===== src/rtl/reg_file_pkg.sv =====
// Types, default widths and the write-priority helper shared by the
// register file storage path and its read-port bypass.
package reg_file_pkg;

   typedef enum logic {
      IDLE     = 1'b0,
      CLEARING = 1'b1
   } state_t;

   localparam int DEF_DATA_W = 8;
   localparam int DEF_ADDR_W = 4;
   localparam int DEF_NUM_RD = 2;
   localparam int DEF_NUM_WR = 2;

   // Upper bound on write ports; match vectors are carried at this width.
   localparam int MAX_WR = 8;

   // Keeps only the highest-index set bit, i.e. the winning write port.
   function automatic logic [MAX_WR-1:0] win_mask(input logic [MAX_WR-1:0] match);
      logic [MAX_WR-1:0] mask;
      logic              found;
      mask  = '0;
      found = 1'b0;
      for (int i = MAX_WR - 1; i >= 0; i--) begin
         if (match[i] && !found) begin
            mask[i] = 1'b1;
            found   = 1'b1;
         end
      end
      return mask;
   endfunction

endpackage


===== src/rtl/reg_file_wr_arb.sv =====
// One read port: picks the zero register, the same-cycle winning write
// (bypass) or the stored entry.
module reg_file_wr_arb
   import reg_file_pkg::*;
#(
   parameter int DATA_W   = DEF_DATA_W,
   parameter int ADDR_W   = DEF_ADDR_W,
   parameter int NUM_WR   = DEF_NUM_WR,
   parameter int BYPASS   = 1,
   parameter int ZERO_REG = 0
) (
   input  logic                           bypass_en,
   input  logic [ADDR_W-1:0]              rd_addr,
   input  logic [DATA_W-1:0]              stored_data,
   input  logic                           stored_busy,
   input  logic [NUM_WR-1:0]              wr_en,
   input  logic [NUM_WR-1:0][ADDR_W-1:0]  wr_addr,
   input  logic [NUM_WR-1:0][DATA_W-1:0]  wr_data,
   output logic [DATA_W-1:0]              rd_data,
   output logic                           rd_busy
);

   logic [MAX_WR-1:0] match;
   logic [MAX_WR-1:0] mask;
   logic [DATA_W-1:0] byp_data;
   logic              hit;

   always_comb begin
      match = '0;
      for (int i = 0; i < NUM_WR; i++) begin
         match[i] = wr_en[i] && (wr_addr[i] == rd_addr);
      end
      mask = win_mask(match);
      hit  = (BYPASS != 0) && bypass_en && (|mask);

      byp_data = '0;
      for (int i = 0; i < NUM_WR; i++) begin
         if (mask[i]) byp_data = wr_data[i];
      end

      // A bypassed write clears busy at the edge, so report it as not busy now.
      if ((ZERO_REG != 0) && (rd_addr == '0)) begin
         rd_data = '0;
         rd_busy = 1'b0;
      end else if (hit) begin
         rd_data = byp_data;
         rd_busy = 1'b0;
      end else begin
         rd_data = stored_data;
         rd_busy = stored_busy;
      end
   end

endmodule


===== src/rtl/reg_file_mp.sv =====
// Multi-port register file with pending-write scoreboard and a
// one-entry-per-cycle clear engine.
module reg_file_mp
   import reg_file_pkg::*;
#(
   parameter int DATA_W   = DEF_DATA_W,
   parameter int ADDR_W   = DEF_ADDR_W,
   parameter int NUM_RD   = DEF_NUM_RD,
   parameter int NUM_WR   = DEF_NUM_WR,
   parameter int BYPASS   = 1,
   parameter int ZERO_REG = 0
) (
   input  logic                           clock,
   input  logic                           reset,
   input  logic [NUM_RD-1:0][ADDR_W-1:0]  rd_addr,
   output logic [NUM_RD-1:0][DATA_W-1:0]  rd_data,
   output logic [NUM_RD-1:0]              rd_busy,
   input  logic [NUM_WR-1:0]              wr_en,
   input  logic [NUM_WR-1:0][ADDR_W-1:0]  wr_addr,
   input  logic [NUM_WR-1:0][DATA_W-1:0]  wr_data,
   input  logic                           rsv_en,
   input  logic [ADDR_W-1:0]              rsv_addr,
   input  logic                           clear,
   output logic                           ready,
   output state_t                         fsm_state
);

   localparam int DEPTH = 2 ** ADDR_W;
   localparam logic [ADDR_W-1:0] LAST = ADDR_W'(DEPTH - 1);

   logic [DEPTH-1:0][DATA_W-1:0] mem;
   logic [DEPTH-1:0]             busy;
   state_t                       state;
   logic [ADDR_W-1:0]            ptr;

   logic [DEPTH-1:0][MAX_WR-1:0] wr_match;
   logic [DEPTH-1:0][MAX_WR-1:0] wr_mask;
   logic [DEPTH-1:0]             wr_hit;
   logic [DEPTH-1:0][DATA_W-1:0] wr_val;
   logic [DEPTH-1:0]             rsv_hit;

   assign fsm_state = state;

   // Per-entry write decode; entry 0 ignores writes and reservations when hardwired.
   always_comb begin
      for (int e = 0; e < DEPTH; e++) begin
         wr_match[e] = '0;
         for (int i = 0; i < NUM_WR; i++) begin
            wr_match[e][i] = wr_en[i] && (wr_addr[i] == ADDR_W'(e));
         end
         wr_mask[e] = win_mask(wr_match[e]);
         wr_hit[e]  = |wr_mask[e];
         wr_val[e]  = '0;
         for (int i = 0; i < NUM_WR; i++) begin
            if (wr_mask[e][i]) wr_val[e] = wr_data[i];
         end
         rsv_hit[e] = rsv_en && (rsv_addr == ADDR_W'(e));
         if ((ZERO_REG != 0) && (e == 0)) begin
            wr_hit[e]  = 1'b0;
            rsv_hit[e] = 1'b0;
         end
      end
   end

   always_ff @(posedge clock) begin
      if (reset) begin
         mem   <= '0;
         busy  <= '0;
         state <= IDLE;
         ptr   <= '0;
         ready <= 1'b1;
      end else begin
         case (state)
            IDLE: begin
               // Reservation is applied after the write so it wins on busy.
               for (int e = 0; e < DEPTH; e++) begin
                  if (wr_hit[e]) begin
                     mem[e]  <= wr_val[e];
                     busy[e] <= 1'b0;
                  end
                  if (rsv_hit[e]) busy[e] <= 1'b1;
               end
               if (clear) begin
                  state <= CLEARING;
                  ptr   <= '0;
                  ready <= 1'b0;
               end
            end
            CLEARING: begin
               mem[ptr]  <= '0;
               busy[ptr] <= 1'b0;
               if (ptr == LAST) begin
                  state <= IDLE;
                  ready <= 1'b1;
               end else begin
                  ptr <= ptr + 1'b1;
               end
            end
            default: begin
               state <= IDLE;
               ready <= 1'b1;
            end
         endcase
      end
   end

   for (genvar r = 0; r < NUM_RD; r++) begin : g_rd
      reg_file_wr_arb #(
         .DATA_W   (DATA_W),
         .ADDR_W   (ADDR_W),
         .NUM_WR   (NUM_WR),
         .BYPASS   (BYPASS),
         .ZERO_REG (ZERO_REG)
      ) u_arb (
         .bypass_en   (state == IDLE),
         .rd_addr     (rd_addr[r]),
         .stored_data (mem[rd_addr[r]]),
         .stored_busy (busy[rd_addr[r]]),
         .wr_en       (wr_en),
         .wr_addr     (wr_addr),
         .wr_data     (wr_data),
         .rd_data     (rd_data[r]),
         .rd_busy     (rd_busy[r])
      );
   end

endmodule


===== config.mk =====
export PLATFORM = sky130hd
export DESIGN_NAME = reg_file_mp
export DESIGN_NICKNAME = d
export VERILOG_FILES = /design/src/rtl/reg_file_pkg.sv /design/src/rtl/reg_file_wr_arb.sv /design/src/rtl/reg_file_mp.sv
export SDC_FILE = /design/constraint.sdc
export NUM_CORES = 1
export LEC_CHECK = 0
export ABC_CLOCK_PERIOD_IN_PS = 2700
export BUFFER_PORTS_ARGS = -buffer_cell sky130_fd_sc_hd__buf_2
export CAP_MARGIN = 0
export CORE_ASPECT_RATIO = 1.5
export CORE_MARGIN = 5
export CORE_UTILIZATION = 55
export DETAILED_ROUTE_END_ITERATION = 12
export PLACE_DENSITY = 0.73
export SLEW_MARGIN = 5
export SYNTH_ARGS = -nofsm -noshare
export SYNTH_HDL_FRONTEND = slang
export SYNTH_SLANG_ARGS = --single-unit

===== constraint.sdc =====
create_clock -name clock -period 2.7 [get_ports clock]
set_input_delay 0.135 -clock clock [delete_from_list [all_inputs] [get_ports clock]]
set_output_delay 0.135 -clock clock [all_outputs]
set_load 0.05 [all_outputs]

==> results.json, run 1 <==
{
  "status": "completed",
  "period_share_pct": 96.21,
  "die_w_um": 122.4,
  "syn_area_um2": 10430,
  "num-nets-final": 1187,
  "min_path_cells": 3,
  "worstPathArrival_ps": 2460,
  "maxCapViolations": 0,
  "post-route-util_pct": 61.26,
  "path_cells": "mux2_2 -> o221ai_1 -> nor2b_1 -> a211o_1 -> a221o_1 -> buf_2",
  "cts_buffers": 17,
  "finalCriticalPeriod_ps": 2598,
  "antenna_left": 0,
  "vdd_drop_max_uv": 437.6,
  "grt_max_degree": 65,
  "synth.distinct_cells": 58,
  "worstMarginPinSlew_ps": 1303,
  "hold_viol": 0,
  "synth.most_common_cell": "nor2_1",
  "grt_remaining_overflow": 0,
  "cts_tree": "done",
  "wl_per_cell_um": 28.11,
  "ys_top_cells_by_count": "nor2_1 (178), dfxtp_1 (150), a22oi_1 (129), a22o_1 (128), clkbuf_1 (71)",
  "synth_top_area_share_pct": 28.80,
  "yosysSeqAreaShare_pct": 28.80,
  "leakage_nw": 4.126,
  "fp.dieH_um": 178.6,
  "clockBufferDepth": 2,
  "grt_setup_unrepaired": "false",
  "reg2reg_slack_ps": 310,
  "grt.total_usage_pct": 36.51,
  "yosysTopAreaCell": "dfxtp_1",
  "drt-initial-drc-count": 1674,
  "path_max_fanout": 3,
  "synth-seq-cells": 150,
  "crit_slowest_cell": "dfxtp_1",
  "cts.clk_slew.worst_paths_ps": 70,
  "fp.coreArea_um2": 18620,
  "ys_async_sr_fraction_pct": 0,
  "cts_root_buf": "clkbuf_16",
  "synthesis.nets": 1190,
  "slowest_delay_ps": 420,
  "io_buffer_count": 61,
  "final_cells": 1406,
  "synthTopCellsByArea": "dfxtp_1 (29%), mux4_2 (14%), a22o_1 (11%)",
  "syn2layout_area_growth_pct": 9.420,
  "clk_latency_ps": 440,
  "num_rows": 61,
  "critical_path_class": "reg -> out",
  "wl_mm": 39.52,
  "clock_skew_ps": 6.463,
  "vias_per_cell": 7.357,
  "post-place-ws_ps": 286.7,
  "place_congestion": 1.025,
  "synthFlopType": "dfxtp_1",
  "drive_above_1_share_pct": 20.62,
  "final_area_um2": 11410,
  "yosys_warnings": 0,
  "synth_cells": 1144,
  "fmax_mhz": 385.0,
  "cts-htree-levels": 4,
  "setup.worst_path.end_class": "output pin",
  "vias": 10340,
  "p_per_area_nw_per_um2": 481.1,
  "initial_utilization_pct": 55.99,
  "tns_ps": 0,
  "r2r_cells": 5,
  "setup_viol_count_final": 0,
  "hp-start": "rsv_addr[1]",
  "setup_ws_ps": 102.3,
  "min_to": "busy[3]$_SDFFE_PP0P_",
  "total_power_mw": 5.488,
  "hold_class": "in -> reg",
  "drc": 0,
  "timing.rr.start": "ptr[2]$_SDFFE_PP0P_",
  "start_kind": "register",
  "dp_cells": 1373,
  "antenna_found_initial": 0,
  "synth_edf_count": 0,
  "first_pass_iters": 7,
  "place_area_um2": 10830,
  "n_antenna_cell": 0,
  "dp_hpwl_mm": 28.51,
  "syn-mean-instance-area_um2": 9.114,
  "reg2reg_to": "busy[15]$_SDFFE_PP0P_",
  "cp.required_ps": 2570,
  "whs_ps": 18.88,
  "slew_headroom_pct": 12.62,
  "ioPinCount": 62,
  "grt_pass1_vias": 9862,
  "fp.dieArea_um2": 21870,
  "slew_viol_final": 0,
  "grt_pass1_wl_mm": 59.85,
  "cts.sinks": 150
}
==> metal layers <==
metal | wire length, um | track usage, % | share of wire (%) | up-vias
met5 | 0 | 0 | 0 | -
met4 | 3250 | 26.20 | 8.2 | 0
met3 | 3976 | 8.407 | 10 | 218
met2 | 18590 | 58.50 | 47 | 719
met1 | 13710 | 42.58 | 35 | 4969
li1 | - | - | - | 4438
==> worst max-delay path: cells and delay by family, from the launching register on <==
| kind | cells | cell delay, ps |
|---|---|---|
| simple gates | 1 | 100 |
| mux | 1 | 310 |
| compound gates | 3 | 970 |
| flops | 1 | 420 |
| buf+inv | 1 | 210 |
==> cells by family (layout without fill, tap and decap cells) <==
group | after synthesis | in the layout | share of synthesized area (%)
DFF | 150 | 150 | 28.80
and+or+nand+nor | 317 | 317 | 14.04
AOI/OAI and AO/OA | 423 | 423 | 32.40
muxes | 91 | 91 | 16.85
buffers and inverters | 148 | 158 | 6.504
adders and majority gates | 4 | 4 | 0.4800
xor gates and xnor gates | 11 | 11 | 0.9240
==> cell type report <==
| type | instances | area (um2) |
|---|---|---|
| Tap cell | 252 | 315.3 |
| Sequential cell | 150 | 3003 |
| Timing Repair Buffer | 101 | 685.7 |
| Fill cell | 1691 | 7214 |
| Clock buffer | 17 | 425.4 |
| Inverter | 25 | 93.84 |
| Multi-Input combinational cell | 846 | 6754 |
| Clock inverter | 15 | 131.4 |
==> sequential cells by signal, summed over array words and instances, names as in the netlist <==
register and count:
busy 16, fsm_state 1, mem 128, ptr 4, ready 1
==> worst max-delay path by stage <==
| stage | startpoint | end |
|---|---|---|
| after floorplan | fsm_state$_SDFF_PP0_ | rd_data[10] |
| after global placement | rd_addr[0] | rd_busy[0] |
| after detailed placement | rd_addr[0] | rd_data[5] |
| after CTS | mem[89]$_SDFFE_PP0P_ | rd_data[1] |
| after global routing | mem[75]$_SDFFE_PP0P_ | rd_data[3] |
| final | mem[75]$_SDFFE_PP0P_ | rd_data[3] |
==> placed cells by master (no fill, tap or decap), types with 4 or more instances in the layout <==
cell / n
xnor2_1: 6
o221ai_1: 6
buf_2: 60
nand3_1: 5
inv_8: 4
inv_6: 6
mux4_2: 66
inv_1: 24
nand2_1: 41
a221o_1: 11
and3_1: 4
a21oi_1: 46
a22o_1: 128
xor2_1: 5
dfxtp_1: 150
mux2_2: 8
and2_1: 17
a211o_1: 6
nor4_1: 9
nand2b_1: 14
a31oi_1: 9
o22a_1: 15
ha_1: 4
clkbuf_16: 17
nor3_1: 4
nor2_1: 178
a211oi_2: 12
o311ai_0: 15
a21oi_2: 10
a211oi_1: 12
mux2i_1: 9
buf_4: 34
a22oi_1: 129
nor2b_1: 26
o22ai_1: 11
buf_12: 6
mux2_1: 8
==> timing repair <==
action	in CTS	in global routing
pin swaps	0	0
hold endpoints to repair	1	0
resized for setup	1	1
hold buffers	1	0
endpoints found under the setup margin	9	1
buffers inserted	0	0
==> report_power, final <==
part	internal [mW]	total, mW	switching (mW)
sequential	2.22	2.24	0.0122
combinational	0.269	0.921	0.652
clock	1.21	2.33	1.12
No activity file was read; power rests on OpenSTA's default activity.
==> run 2: changes to the inputs <==
--- a/config.mk
+++ b/config.mk
@@ -5,6 +5,7 @@
 export SDC_FILE = /design/constraint.sdc
 export NUM_CORES = 1
 export LEC_CHECK = 0
+export ABC_AREA = 1
 export ABC_CLOCK_PERIOD_IN_PS = 2700
 export BUFFER_PORTS_ARGS = -buffer_cell sky130_fd_sc_hd__buf_2
 export CAP_MARGIN = 0
==> run 2 against run 1 <==
Compared with the run above:
- cell count is 60% higher
- total power increased by 15%
- hold slack worse by 9.9 ps
- count of clock-buffer cells in the layout up 8
- synthesized cell count rose by 73%
- wire length rose by 24%
- sequential cell count unchanged
- global-route usage rose by 4.4 points
- utilization decreased by 0.82 points
- critical path type is now in -> out
- largest cell class unchanged
==> results.json, run 2 <==
{
  "fmax_mhz": 467.3,
  "vdd_drop_max_uv": 450.4,
  "fp.dieH_um": 184.7,
  "worstPathArrival_ps": 2010,
  "reg2reg_to": "mem[59]$_SDFFE_PP0P_",
  "path_max_fanout": 18,
  "grt_pass1_vias": 12660,
  "largest_reg_flops": 128,
  "hold_viol": 0,
  "synthFlopType": "dfxtp_1",
  "status": "completed",
  "die_w_um": 126.5,
  "post-route-util_pct": 60.44,
  "vias": 14040,
  "wl_mm": 48.86,
  "ioPinCount": 62,
  "leakage_nw": 5.106,
  "synth.distinct_cells": 31,
  "finalCriticalPeriod_ps": 2140,
  "cp.required_ps": 2570,
  "synth.most_common_cell": "nand2_1",
  "ys_top_cells_by_count": "nand2_1 (766), nand3_1 (289), a21oi_1 (162), inv_1 (159), dfxtp_1 (150)",
  "reg_top3": "mem x128, busy x16, ptr x4",
  "crit_path_end": "rd_data[11]",
  "fp.dieArea_um2": 23360,
  "grt_remaining_overflow": 0,
  "synth_top_area_share_pct": 26.84,
  "slew_headroom_pct": 23.85,
  "syn_area_um2": 11190,
  "initial_utilization_pct": 55.23,
  "p_per_area_nw_per_um2": 516.5,
  "total_power_mw": 6.324,
  "ys_async_sr_fraction_pct": 0,
  "r2r_cells": 6,
  "start_kind": "input port",
  "timing.rr.start": "ptr[0]$_SDFFE_PP0P_",
  "syn-mean-instance-area_um2": 5.654,
  "post_cts_resized": 0,
  "hold_class": "in -> reg",
  "post_cts_buffers": 0,
  "maxCapViolations": 0,
  "grt_max_degree": 101,
  "num-nets-final": 2022,
  "clk_latency_ps": 440,
  "slew_viol_final": 0,
  "first_pass_iters": 6,
  "cts.clk_slew.worst_paths_ps": 60,
  "cts.sinks": 150,
  "cts_buffers": 17,
  "drc": 0,
  "synth-seq-cells": 150,
  "critical_path.startpoint": "rd_addr[5]",
  "synthTopCellsByArea": "dfxtp_1 (27%), nand2_1 (26%), nand3_1 (13%)",
  "io_buffer_count": 61,
  "drive_above_1_share_pct": 9.452,
  "yosysTopAreaCell": "dfxtp_1",
  "clockBufferDepth": 2,
  "synthesis.nets": 2025,
  "grt_setup_unrepaired": "false",
  "grt_pass1_wl_mm": 73.70,
  "clock_skew_ps": 7.746,
  "antenna_found_initial": 0,
  "wl_per_cell_um": 21.69,
  "fp.coreArea_um2": 20260,
  "cts-htree-levels": 4,
  "num_rows": 64,
  "final_cell_mix": "nand2_1 (766), nand3_1 (289), a21oi_1 (162)",
  "dp_hpwl_mm": 34.46,
  "final_common_cell": "nand2_1",
  "antenna_left": 0,
  "syn2layout_area_growth_pct": 9.438,
  "ctsHoldBuffers": 0,
  "fillCellCount": 2139,
  "synth_edf_count": 0,
  "tns_ps": 0,
  "place_congestion": 1.151,
  "reg2reg_slack_ps": 700,
  "worstMarginPinSlew_ps": 1141,
  "setup.worst_path.end_class": "output pin",
  "setup_viol_count_final": 0,
  "cts_tree": "done",
  "vias_per_cell": 6.229,
  "critical_path_class": "in -> out",
  "yosysSeqAreaShare_pct": 26.84,
  "period_share_pct": 79.27,
  "drt-initial-drc-count": 2334,
  "yosys_warnings": 0,
  "synth_cells": 1979,
  "grt.total_usage_pct": 40.93,
  "cts_root_buf": "clkbuf_16",
  "n_antenna_cell": 0,
  "regMostFlops": "mem"
}
[run 2: worst min path at each step]
stage | startpoint | end | slack, ps | depth (start not counted)
6_report | clear | ready$_SDFFE_PP1P_ | 9 | 4
5_1_grt | clear | ready$_SDFFE_PP1P_ | 40 | 4
4_1_cts | clear | ready$_SDFFE_PP1P_ | 10 | 4
3_5_place_dp | mem[120]$_SDFFE_PP0P_ | mem[120]$_SDFFE_PP0P_ | 450 | 2
3_3_place_gp | mem[46]$_SDFFE_PP0P_ | mem[46]$_SDFFE_PP0P_ | 450 | 2
2_1_floorplan | clear | ready$_SDFFE_PP1P_ | 340 | 3
[run 2: logic make-up after synthesis]
| group | synth area share [%] |
|---|---|
| and+or+nand+nor | 44.11 |
| AOI/OAI and AO/OA | 17.69 |
| buffers and inverters | 10.54 |
| DFF | 26.84 |
| adders and majority gates | 0.4473 |
| xor gates and xnor gates | 0.3690 |
[run 2: worst max-delay path: stages]
cell and delay [ps]:
buf_2 330, inv_1 100, buf_4 220, nand2_1 80, nand2_1 80, nor2_4 200, nand3_4 150, nand2_2 110
nand2_4 80, clkinv_2 130, nand2_1 60, nand2_1 60, buf_2 260
[run 2: per-layer routing]
layer,track usage (%),up-vias,share of wire [%]
li1,-,6453,-
met1,50.91,6288,36
met2,61.47,1052,42
met3,8.814,242,12
met4,31.30,0,9.4
met5,0,-,0
[run 2: layout make-up]
cell class | instances | area (um2) | area share, %
clock inverters | 7 | 142.6 | 1.165
multi-input cells | 1528 | 7007 | 57.22
repair buffers | 96 | 595.6 | 4.864
inverters | 183 | 691.9 | 5.650
flip-flops and latches | 150 | 3003 | 24.52
clock buffers | 25 | 475.5 | 3.883
well taps | 264 | 330.3 | 2.697
[run 2: stage by stage]
step | cells | setup WS [ps] | hold WS, ps | area (um2)
2_1_floorplan | 1979 | 975.3 | 336.6 | 11190
3_3_place_gp | 2221 | 605.3 | 448.6 | 11630
3_5_place_dp | 2221 | 595.0 | 453.6 | 11630
4_1_cts | 2253 | 577.9 | 12.09 | 12250
5_1_grt | 2253 | 389.5 | 42.08 | 12250
6_report | 2253 | 559.8 | 9.014 | 12250
[run 2: report_power, final]
group	total, mW	internal (mW)	switching, mW	leakage (nW)
clock network	2.58	1.60	0.978	0.300
logic	1.46	0.338	1.12	3.59
registers	2.29	2.26	0.0324	1.21
